`config.mk`:
```
export PLATFORM = sky130hd
export DESIGN_NAME = sync_skew_detect_flat
export DESIGN_NICKNAME = d
export VERILOG_FILES = /design/src/rtl/sync_skew_pkg.sv /design/src/rtl/sync_skew_detect_if.sv /design/src/rtl/sync_rise_det.sv /design/src/rtl/sync_skew_detect.sv /design/src/flat_wrapper.sv
export SDC_FILE = /design/constraint.sdc
export NUM_CORES = 1
export LEC_CHECK = 0
export ABC_AREA = 1
export ABC_CLOCK_PERIOD_IN_PS = 4900
export BUFFER_PORTS_ARGS = -buffer_cell sky130_fd_sc_hd__buf_2
export CORE_MARGIN = 4
export CORE_UTILIZATION = 55
export DETAILED_ROUTE_END_ITERATION = 8
export GPL_ROUTABILITY_DRIVEN = 0
export PLACE_DENSITY_LB_ADDON = 0.25
export SLEW_MARGIN = 20
export SYNTH_ARGS = -nofsm -noshare
export SYNTH_HDL_FRONTEND = slang
export SYNTH_SLANG_ARGS = --single-unit
```
`constraint.sdc`:
```
create_clock -name clk -period 4.9 [get_ports clk]
set_input_delay 0.49 -clock clk [delete_from_list [all_inputs] [get_ports clk]]
set_output_delay 0.49 -clock clk [all_outputs]
set_load 0.005 [all_outputs]
```
`src/rtl/sync_skew_pkg.sv`:
```
// Shared types for the camera frame-start skew detector.
// State encoding, skew counter type and err-pair encodings.
package sync_skew_pkg;

    localparam int CNT_W = 23;

    typedef logic [CNT_W-1:0] skew_t;

    typedef enum logic [2:0] {
        IDLE,
        WAIT_EDGE,
        MEAS_0F,
        MEAS_1F,
        EVAL,
        TOUT
    } state_t;

    // {err_ch1, err_ch0}; ERR_CH0 and ERR_CH1 are never combined
    localparam logic [1:0] ERR_NONE = 2'b00;
    localparam logic [1:0] ERR_CH0  = 2'b01;
    localparam logic [1:0] ERR_CH1  = 2'b10;

    function automatic logic [1:0] err_next(
        input skew_t      skew,
        input logic       lag_ch1,
        input logic [1:0] cur,
        input skew_t      tol_on,
        input skew_t      tol_off
    );
        if (skew > tol_on)
            return lag_ch1 ? ERR_CH1 : ERR_CH0;
        if (skew <= tol_off)
            return ERR_NONE;
        return cur;
    endfunction

endpackage

```
`src/rtl/sync_skew_detect_if.sv`:
```
// Frame-sync inputs and skew status outputs of sync_skew_detect.
// Status fields exist only when SKEW_STATUS_EN is defined.
interface sync_skew_detect_if;
    import sync_skew_pkg::*;

    logic en;
    logic vsync_0;
    logic vsync_1;
    logic err_ch0;
    logic err_ch1;
    logic timeout;
`ifdef SKEW_STATUS_EN
    skew_t skew_val;
    logic  skew_lag;
    logic  skew_vld;
`endif

    modport master (
        output en, vsync_0, vsync_1,
`ifdef SKEW_STATUS_EN
        input  skew_val, skew_lag, skew_vld,
`endif
        input  err_ch0, err_ch1, timeout
    );

    modport slave (
        input  en, vsync_0, vsync_1,
`ifdef SKEW_STATUS_EN
        output skew_val, skew_lag, skew_vld,
`endif
        output err_ch0, err_ch1, timeout
    );

endinterface

```
`src/rtl/sync_rise_det.sv`:
```
// Two-flop synchronizer plus edge register for an async level input.
// rise_o is a single-cycle pulse per synchronized rising edge.
module sync_rise_det (
    input  logic clk,
    input  logic reset_n,
    input  logic d_i,
    output logic rise_o
);

    logic s1_q;
    logic s2_q;
    logic s3_q;

    always_ff @(posedge clk or negedge reset_n) begin
        if (!reset_n) begin
            s1_q <= 1'b0;
            s2_q <= 1'b0;
            s3_q <= 1'b0;
        end else begin
            s1_q <= d_i;
            s2_q <= s1_q;
            s3_q <= s2_q;
        end
    end

    assign rise_o = s2_q & ~s3_q;

endmodule

```
`src/rtl/sync_skew_detect.sv`:
```
// Frame-start skew detector between two camera channels with hysteretic err.
// Define SKEW_STATUS_EN to export the last skew value, lagger and valid pulse.
module sync_skew_detect
    import sync_skew_pkg::*;
#(
    parameter int unsigned FREQ     = 240,
    parameter int unsigned MAX_SKEW = FREQ * 50_000 / 3,
    parameter int unsigned TOL_ON   = 64,
    parameter int unsigned TOL_OFF  = 16
) (
    input logic               clk,
    input logic               reset_n,
    sync_skew_detect_if.slave bus
);

    localparam skew_t MAX_C = skew_t'(MAX_SKEW);
    localparam skew_t ON_C  = skew_t'(TOL_ON);
    localparam skew_t OFF_C = skew_t'(TOL_OFF);

    logic       rise0;
    logic       rise1;
    state_t     state_q;
    skew_t      cnt_q;
    skew_t      meas_q;
    skew_t      meas_d;
    logic       lag_q;
    logic       lag_d;
    logic       hit;
    logic [1:0] err_q;
    logic       tout_q;

    sync_rise_det u_rise0 (
        .clk     (clk),
        .reset_n (reset_n),
        .d_i     (bus.vsync_0),
        .rise_o  (rise0)
    );

    sync_rise_det u_rise1 (
        .clk     (clk),
        .reset_n (reset_n),
        .d_i     (bus.vsync_1),
        .rise_o  (rise1)
    );

    // hit: a complete edge pair is seen this cycle and EVAL is next
    always_comb begin
        hit    = 1'b0;
        meas_d = meas_q;
        lag_d  = lag_q;
        if (bus.en) begin
            unique case (state_q)
                WAIT_EDGE: if (rise0 & rise1) begin
                    hit    = 1'b1;
                    meas_d = '0;
                    lag_d  = 1'b0;
                end
                MEAS_0F: if (rise1) begin
                    hit    = 1'b1;
                    meas_d = cnt_q;
                    lag_d  = 1'b1;
                end
                MEAS_1F: if (rise0) begin
                    hit    = 1'b1;
                    meas_d = cnt_q;
                    lag_d  = 1'b0;
                end
                default: ;
            endcase
        end
    end

    always_ff @(posedge clk or negedge reset_n) begin
        if (!reset_n) begin
            state_q <= IDLE;
            cnt_q   <= '0;
            meas_q  <= '0;
            lag_q   <= 1'b0;
            err_q   <= ERR_NONE;
            tout_q  <= 1'b0;
        end else begin
            tout_q <= 1'b0;
            meas_q <= meas_d;
            lag_q  <= lag_d;
            if (!bus.en) begin
                state_q <= IDLE;
                cnt_q   <= '0;
                err_q   <= ERR_NONE;
            end else begin
                unique case (state_q)
                    IDLE: state_q <= WAIT_EDGE;
                    WAIT_EDGE: begin
                        if (hit) begin
                            state_q <= EVAL;
                        end else if (rise0) begin
                            cnt_q   <= skew_t'(1);
                            state_q <= MEAS_0F;
                        end else if (rise1) begin
                            cnt_q   <= skew_t'(1);
                            state_q <= MEAS_1F;
                        end
                    end
                    MEAS_0F, MEAS_1F: begin
                        if (hit) begin
                            state_q <= EVAL;
                        end else if (cnt_q == MAX_C) begin
                            state_q <= TOUT;
                            tout_q  <= 1'b1;
                            err_q   <= ERR_NONE;
                        end else begin
                            cnt_q <= cnt_q + skew_t'(1);
                        end
                    end
                    EVAL: begin
                        err_q   <= err_next(meas_q, lag_q, err_q,
                                            ON_C, OFF_C);
                        state_q <= WAIT_EDGE;
                    end
                    TOUT: state_q <= WAIT_EDGE;
                    default: state_q <= IDLE;
                endcase
            end
        end
    end

    assign bus.err_ch0 = err_q[0];
    assign bus.err_ch1 = err_q[1];
    assign bus.timeout = tout_q;

`ifdef SKEW_STATUS_EN
    skew_t skew_val_q;
    logic  skew_lag_q;
    logic  skew_vld_q;

    always_ff @(posedge clk or negedge reset_n) begin
        if (!reset_n) begin
            skew_val_q <= '0;
            skew_lag_q <= 1'b0;
            skew_vld_q <= 1'b0;
        end else begin
            skew_vld_q <= hit;
            if (hit) begin
                skew_val_q <= meas_d;
                skew_lag_q <= lag_d;
            end
        end
    end

    assign bus.skew_val = skew_val_q;
    assign bus.skew_lag = skew_lag_q;
    assign bus.skew_vld = skew_vld_q;
`endif

endmodule

```
`src/flat_wrapper.sv`:
```
// flat-port wrapper written by rule: the top's interface ports become plain ports
module sync_skew_detect_flat import sync_skew_pkg::*;
#(
    parameter int unsigned FREQ     = 240,
    parameter int unsigned MAX_SKEW = FREQ * 50_000 / 3,
    parameter int unsigned TOL_ON   = 64,
    parameter int unsigned TOL_OFF  = 16
)
  (clk, reset_n, bus_en, bus_vsync_0, bus_vsync_1, bus_err_ch0, bus_err_ch1, bus_timeout);
  sync_skew_detect_if bus_i ();
  input logic clk;
  input logic reset_n;
  input wire logic [$bits(bus_i.en)-1:0] bus_en;
  input wire logic [$bits(bus_i.vsync_0)-1:0] bus_vsync_0;
  input wire logic [$bits(bus_i.vsync_1)-1:0] bus_vsync_1;
  output wire logic [$bits(bus_i.err_ch0)-1:0] bus_err_ch0;
  output wire logic [$bits(bus_i.err_ch1)-1:0] bus_err_ch1;
  output wire logic [$bits(bus_i.timeout)-1:0] bus_timeout;
  assign bus_i.en = bus_en;
  assign bus_i.vsync_0 = bus_vsync_0;
  assign bus_i.vsync_1 = bus_vsync_1;
  assign bus_err_ch0 = bus_i.err_ch0;
  assign bus_err_ch1 = bus_i.err_ch1;
  assign bus_timeout = bus_i.timeout;
  sync_skew_detect #(.FREQ(FREQ), .MAX_SKEW(MAX_SKEW), .TOL_ON(TOL_ON), .TOL_OFF(TOL_OFF)) u_core (.clk(clk), .reset_n(reset_n), .bus(bus_i));
endmodule
```
After elaboration in Yosys (flattened, before gate mapping) --
Cells that the tools add are included.
Word-level totals: flip-flop bits (word level) 59, bits in latches 0, RAM bits 0, memory bits (read-only) 0, input port bits 5, output and inout port bits 3, logic and storage cells 94, memories kept 0
Cells by class: add/sub/neg operators 1, multipliers 0, divide/modulo/power cells 0, magnitude comparators 2, equal/unequal tests 19, shifts and indexed selects 0, mux-type cells 47, bitwise operators 5, reductions and logical operators 8
Operator list (count):
- $mux 23 | 9
- $pmux 23 s3 | 1
- $pmux 23 s2 | 1
- $add 23x1->23 const B | 1
- $eq 23x22->1 const B | 1
- $gt 23x7->1 const B | 1
- $le 23x5->1 const B | 1
- $mux 1 | 18
- $mux 3 | 6
- $mux 2 | 8
- $ne 4x2->1 const B | 3
- $reduce_and 5->1 | 2
- $ne 3x3->1 const B | 3
- $pmux 3 s3 | 1
- $eq 3x2->1 const B | 2
- $eq 3x3->1 const B | 2
- $ne 2x1->1 const B | 3
- $ne 3x1->1 const B | 2
- $pmux 1 s3 | 2
- $ne 5x2->1 const B | 1
- $pmux 2 s2 | 1
- $reduce_and 4->1 | 1
- $and 1x1->1 | 3
- $eq 3x1->1 const B | 1
- other kinds (7) | 8

Logic depth before layout (Yosys ltp) --
word-level depth 11, gate-level depth with buffers 11, gate-level depth less buffers 11

By module --
From an unflattened synthesis, not the netlist that was laid out.
Unflattened totals: cell total of the unflattened synthesis 471, area, all modules 3402.0 um2
By module, submodules not included:
- sync_skew_detect | instances 1, cells an instance 461, area an instance 3231.8 um2
- sync_rise_det | instances 2, cells an instance 5, area an instance 85.1 um2

Least setup slack after synthesis --
No wires, ideal clock.
kind input to register, from input bus_en, to register u_core.cnt_q[0], library setup time 0.123 ns, arrival time 1.475 ns, data required time 4.777 ns, setup slack 3.302 ns, cell stages on the path 7, cells stage by stage buf_2 inv_1 nor2_1 nand4_1 nand2_2 buf_4 o21ai_1
On the way: longest elaborated chain between the ends 3, elaborated cells between the ends (all ways) 8
Ends and longest elaborated chain:
- start, declared | line flat_wrapper.sv:13 | input wire logic [$bits(bus_i.en)-1:0] bus_en;
- $mux 1 | line sync_skew_detect.sv:51 | if (bus.en) begin
- $ne 3x3->1 (no line)
- $reduce_and 5->1 (no line)
- end signal, assigned | line sync_skew_detect.sv:96 | cnt_q <= skew_t'(1);
- end signal, assigned | line sync_skew_detect.sv:99 | cnt_q <= skew_t'(1);
- end signal, assigned | line sync_skew_detect.sv:111 | cnt_q <= cnt_q + skew_t'(1);
- end, declared | line sync_skew_detect.sv:23 | skew_t cnt_q;
Parallel ways exist; a longest one is shown, timed or not. A chain may end at the register's enable or synchronous reset.

Final worst setup path --
from register u_core.state_q[2], to register u_core.cnt_q[11]
On the way: longest elaborated chain between the ends 5, elaborated cells between the ends (all ways) 14
Ends and longest elaborated chain:
- start, declared | line sync_skew_detect.sv:22 | state_t state_q;
- start signal, assigned | line sync_skew_detect.sv:75 | state_q <= IDLE;
- start signal, assigned | line sync_skew_detect.sv:86 | state_q <= IDLE;
- start signal, assigned | line sync_skew_detect.sv:91 | IDLE: state_q <= WAIT_EDGE;
- $eq 3x2->1 or $eq 3x1->1 (tied branches) | line sync_skew_detect.sv:52, sync_skew_detect.sv:90
- $pmux 1 s3 | line sync_skew_detect.sv:52 | unique case (state_q)
- $mux 1 | line sync_skew_detect.sv:51
- $ne 3x3->1 (no line)
- $reduce_and 5->1 (no line)
Parallel ways exist; a longest one is shown, timed or not.

==> summary.txt <==
Synthesis
  • Top cells by area, synth: dfrtp_1 (43%), nand2_1 (16%), nor2_1 (9.3%), nand3_1 (5.6%), inv_1 (4.5%)
  • Post-synth top cells: nand2_1 (147), nor2_1 (84), dfrtp_1 (59)
  • Synthesized cell area: roughly 3400 um2
  • Register area share after synthesis: 43.33%
  • Top cell type's share of synthesized area: a little over two fifths
  • Most frequent cell after synthesis: nand2_1
  • Number of synthesized flops with an enable pin: 0
  • Synth Instances: 484
  • Largest area contributor in the synthesized netlist: dfrtp_1
  • Syn nets: 491
  • Count of state elements after synthesis: a little under 60
  • Yosys warns: 0
  • Post-synth top flop: dfrtp_1
  • Ys async rst share: 100.0%
  • Mean Syn Cell Area: between 7 and 8 um2
  • Yosys cell types: 25

Critical path
  • Setup crit start kind: flop
  • CP Cell Sequence: inv_2 -> nand2_2 -> nor2_1 -> nand4_1 -> nand2_2 -> o21ai_0
  • Worst reg2reg setup slack: between 2 and 3 ns
  • Cell mode on critical path: nand2_2
  • Crit Path Category: reg2reg
  • Crit path DAT: roughly 2.6 ns
  • CP max FO: 45
  • Critical Path RT: 5.08 ns
  • Crit. End Element: flop
  • Slowest stage delay, CP: approximately 0.60 ns
  • Crit-path slowest cell: nand2_2

STA
  • Final Max Tran Viols: 0
  • Worst-margin pin slew: between 0.7 and 0.8 ns
  • RSZ-0062 raised after global routing: false
  • Final setup skew: about 0.010 ns
  • Final setup vio count: 0
  • Slew HR: about 49%
  • Peak Freq: 420.6 MHz
  • TNS Setup: 0 ns
  • Final worst-path cycle share: 48.52%
  • Post-layout min period: 2.378 ns
  • Final Hold Viols: 0

Floorplanning
  • Die Width: 86.71 um
  • FP Rows: 28
  • Die area: around 7500 um2
  • Initial core utilization: 57.21%
  • Placeable Area: about 6000 um2
  • I/O pin cnt: 8
  • Die height: approximately 87 um

Finish
  • Ant. Diodes: 0
  • Share of cells above drive strength 1: approximately 6.7%
  • Fin util: 61.45%
  • Area taken by multi-input logic gates: roughly 1600 um2
  • FILL cells: approximately 530
  • Sequential Area: 1476 um2
  • Nets: about 490
  • Layout area overhead: 7.418%

Power
  • Pwr dens: ~390 nW/um2
  • Sw frac: between 30% and 40%
  • Pint: between 0.9 and 1 mW
  • Worst IR drop on VDD: between 0.0003 and 0.0004 V
  • Flop pwr share: approximately 40%
  • Leakage Power: 1.664 nW
  • Net switching power: between 0.4 and 0.5 mW
  • Clk network pwr share: about a third
  • Comb power frac: 24.3%

Clocking
  • Root Buffer: clkbuf_8
  • Number of clock sinks: 59
  • CTS tree: yes
  • Post_cts resized: 0
  • Clk buf depth: 2
  • Post-CTS Setup Inserts: 0
  • CTS Hold Bufs: 0
  • Clk slew on worst S/H paths: 0.06 ns
  • Num CTS Buffers: 9
  • H-tree levels: 3
  • Clock latency at the later pin of the worst-skew pair: 0.34 ns

Status
  • Status: complete, no violations

Worst hold path
  • Hold crit path type: in2reg

Global route
  • Largest net degree at the start of global routing: 60
  • Global-route wire length before repair: 13770 um
  • Total GRT Usage: a little under a quarter
  • Total gr overflow: 0
  • Vias in the first global route: roughly 3.0k
  • Antenna violations before repair: 0

Routing
  • DRT Wirelength: slightly below 8000 um
  • Total vias in the final route: slightly above 3k
  • Vias per cell: between 5 and 6
  • WL per Instance: about 14 um
  • Residual DRC: 0
  • 1st-pass router iterations: 5
  • DRT iter0 DRCs: 290
  • Antenna-violating nets left: 0

Place
  • Placed wire-length estimate: 5565 um
  • Port bufs: 7

Flow run
  • MaxCap Viol Count: 0
## power groups by stage
stage	registers [mW]	clock network [mW]	logic, mW
after global placement	0.580	0	0.332
after global routing	0.581	0.538	0.395
after floorplan	0.571	0	0.288
after CTS	0.572	0.509	0.342
final	0.574	0.501	0.345
after detailed placement	0.582	0	0.340
## flip-flops by register name, indices dropped and copies added (netlist names)
signal	cells
u_core.bus.timeout	1
u_core.u_rise1.s3_q	1
u_core.err_q	2
u_core.u_rise0.s1_q	1
u_core.u_rise0.s3_q	1
u_core.cnt_q	23
u_core.meas_q	23
u_core.u_rise1.s1_q	1
u_core.u_rise1.s2_q	1
u_core.state_q	3
u_core.u_rise0.s2_q	1
u_core.lag_q	1
## path summary, 6_finish.rpt
| kind | cells past startpoint | start | end |
|---|---|---|---|
| setup / recovery | 6 | u_core.state_q[2] | u_core.cnt_q[11] |
| hold / removal | 1 | bus_vsync_1 | u_core.u_rise1.s1_q |
| hold reg to reg | 0 | u_core.u_rise1.s1_q | u_core.u_rise1.s2_q |
| min in group asynchronous | 2 | reset_n | u_core.meas_q[12] |
| setup reg to reg | 6 | u_core.state_q[2] | u_core.cnt_q[11] |
| max in group asynchronous | 2 | reset_n | u_core.cnt_q[14] |
## placed cells by master (no fill, tap or decap), types with 2 or more instances in the layout
cell type	synthesis	layout
o31ai_1	16	16
dfrtp_1	59	59
ha_1	2	2
nand2_2	2	2
o21ai_0	19	19
buf_2	6	7
nand3_1	38	38
nand4_1	17	17
o21ai_1	21	21
buf_4	2	3
clkbuf_8	0	11
nand3_2	2	2
a21oi_1	3	3
bufinv_16	0	2
nor2_1	84	84
inv_2	2	2
nand2_1	147	147
inv_1	41	41
nor3_1	2	2
xor2_1	6	6
## through the flow
stage / std cells / setup WS [ns] / power [mW] / instance area, um2 / hold WS (ns)
after floorplan: 484 / 3.302 / 0.8594 / 3407 / 0.1944
after global placement: 550 / 2.540 / 0.9119 / 3435 / 0.3354
after detailed placement: 550 / 2.441 / 0.9212 / 3435 / 0.3434
after CTS: 565 / 2.563 / 1.423 / 3660 / 0.2535
after global routing: 565 / 2.258 / 1.513 / 3660 / 0.2484
final: 565 / 2.522 / 1.420 / 3660 / 0.2592
## area by class of cell
cell class                      instances  area share [%]
Multi-Input combinational cell        362           44.85
Clock buffer                           11           4.137
Inverter                               44           4.513
Sequential cell                        59           40.34
Clock inverter                          4           2.017
Tap cell                               75           2.564
Timing Repair Buffer                   10           1.573
## worst max-delay path, delay by kind of cell (launching register included)
family | cells | cell delay [ns]
DFF | 1 | 0.42
and+or+nand+nor | 4 | 1.49
AOI/OAI and AO/OA | 1 | 0.21
buffers and inverters | 1 | 0.09
## cell families (layout without fill, tap and decap cells)
group | Yosys count | count (layout) | synth area share, %
AOI/OAI and AO/OA | 60 | 60 | 10.10
xor gates and xnor gates | 6 | 6 | 1.542
adders and majority gates | 2 | 2 | 0.7344
buffers and inverters | 63 | 69 | 8.483
DFF | 59 | 59 | 43.33
and+or+nand+nor | 294 | 294 | 35.81
## per-layer routing
layer  track usage, %  part of all wire (%)
met1            33.19                    48
met2            34.28                    45
met3            6.274                   5.5
met4            8.215                   1.2
met5                0                     0
No activity file was read; power rests on OpenSTA's default activity.
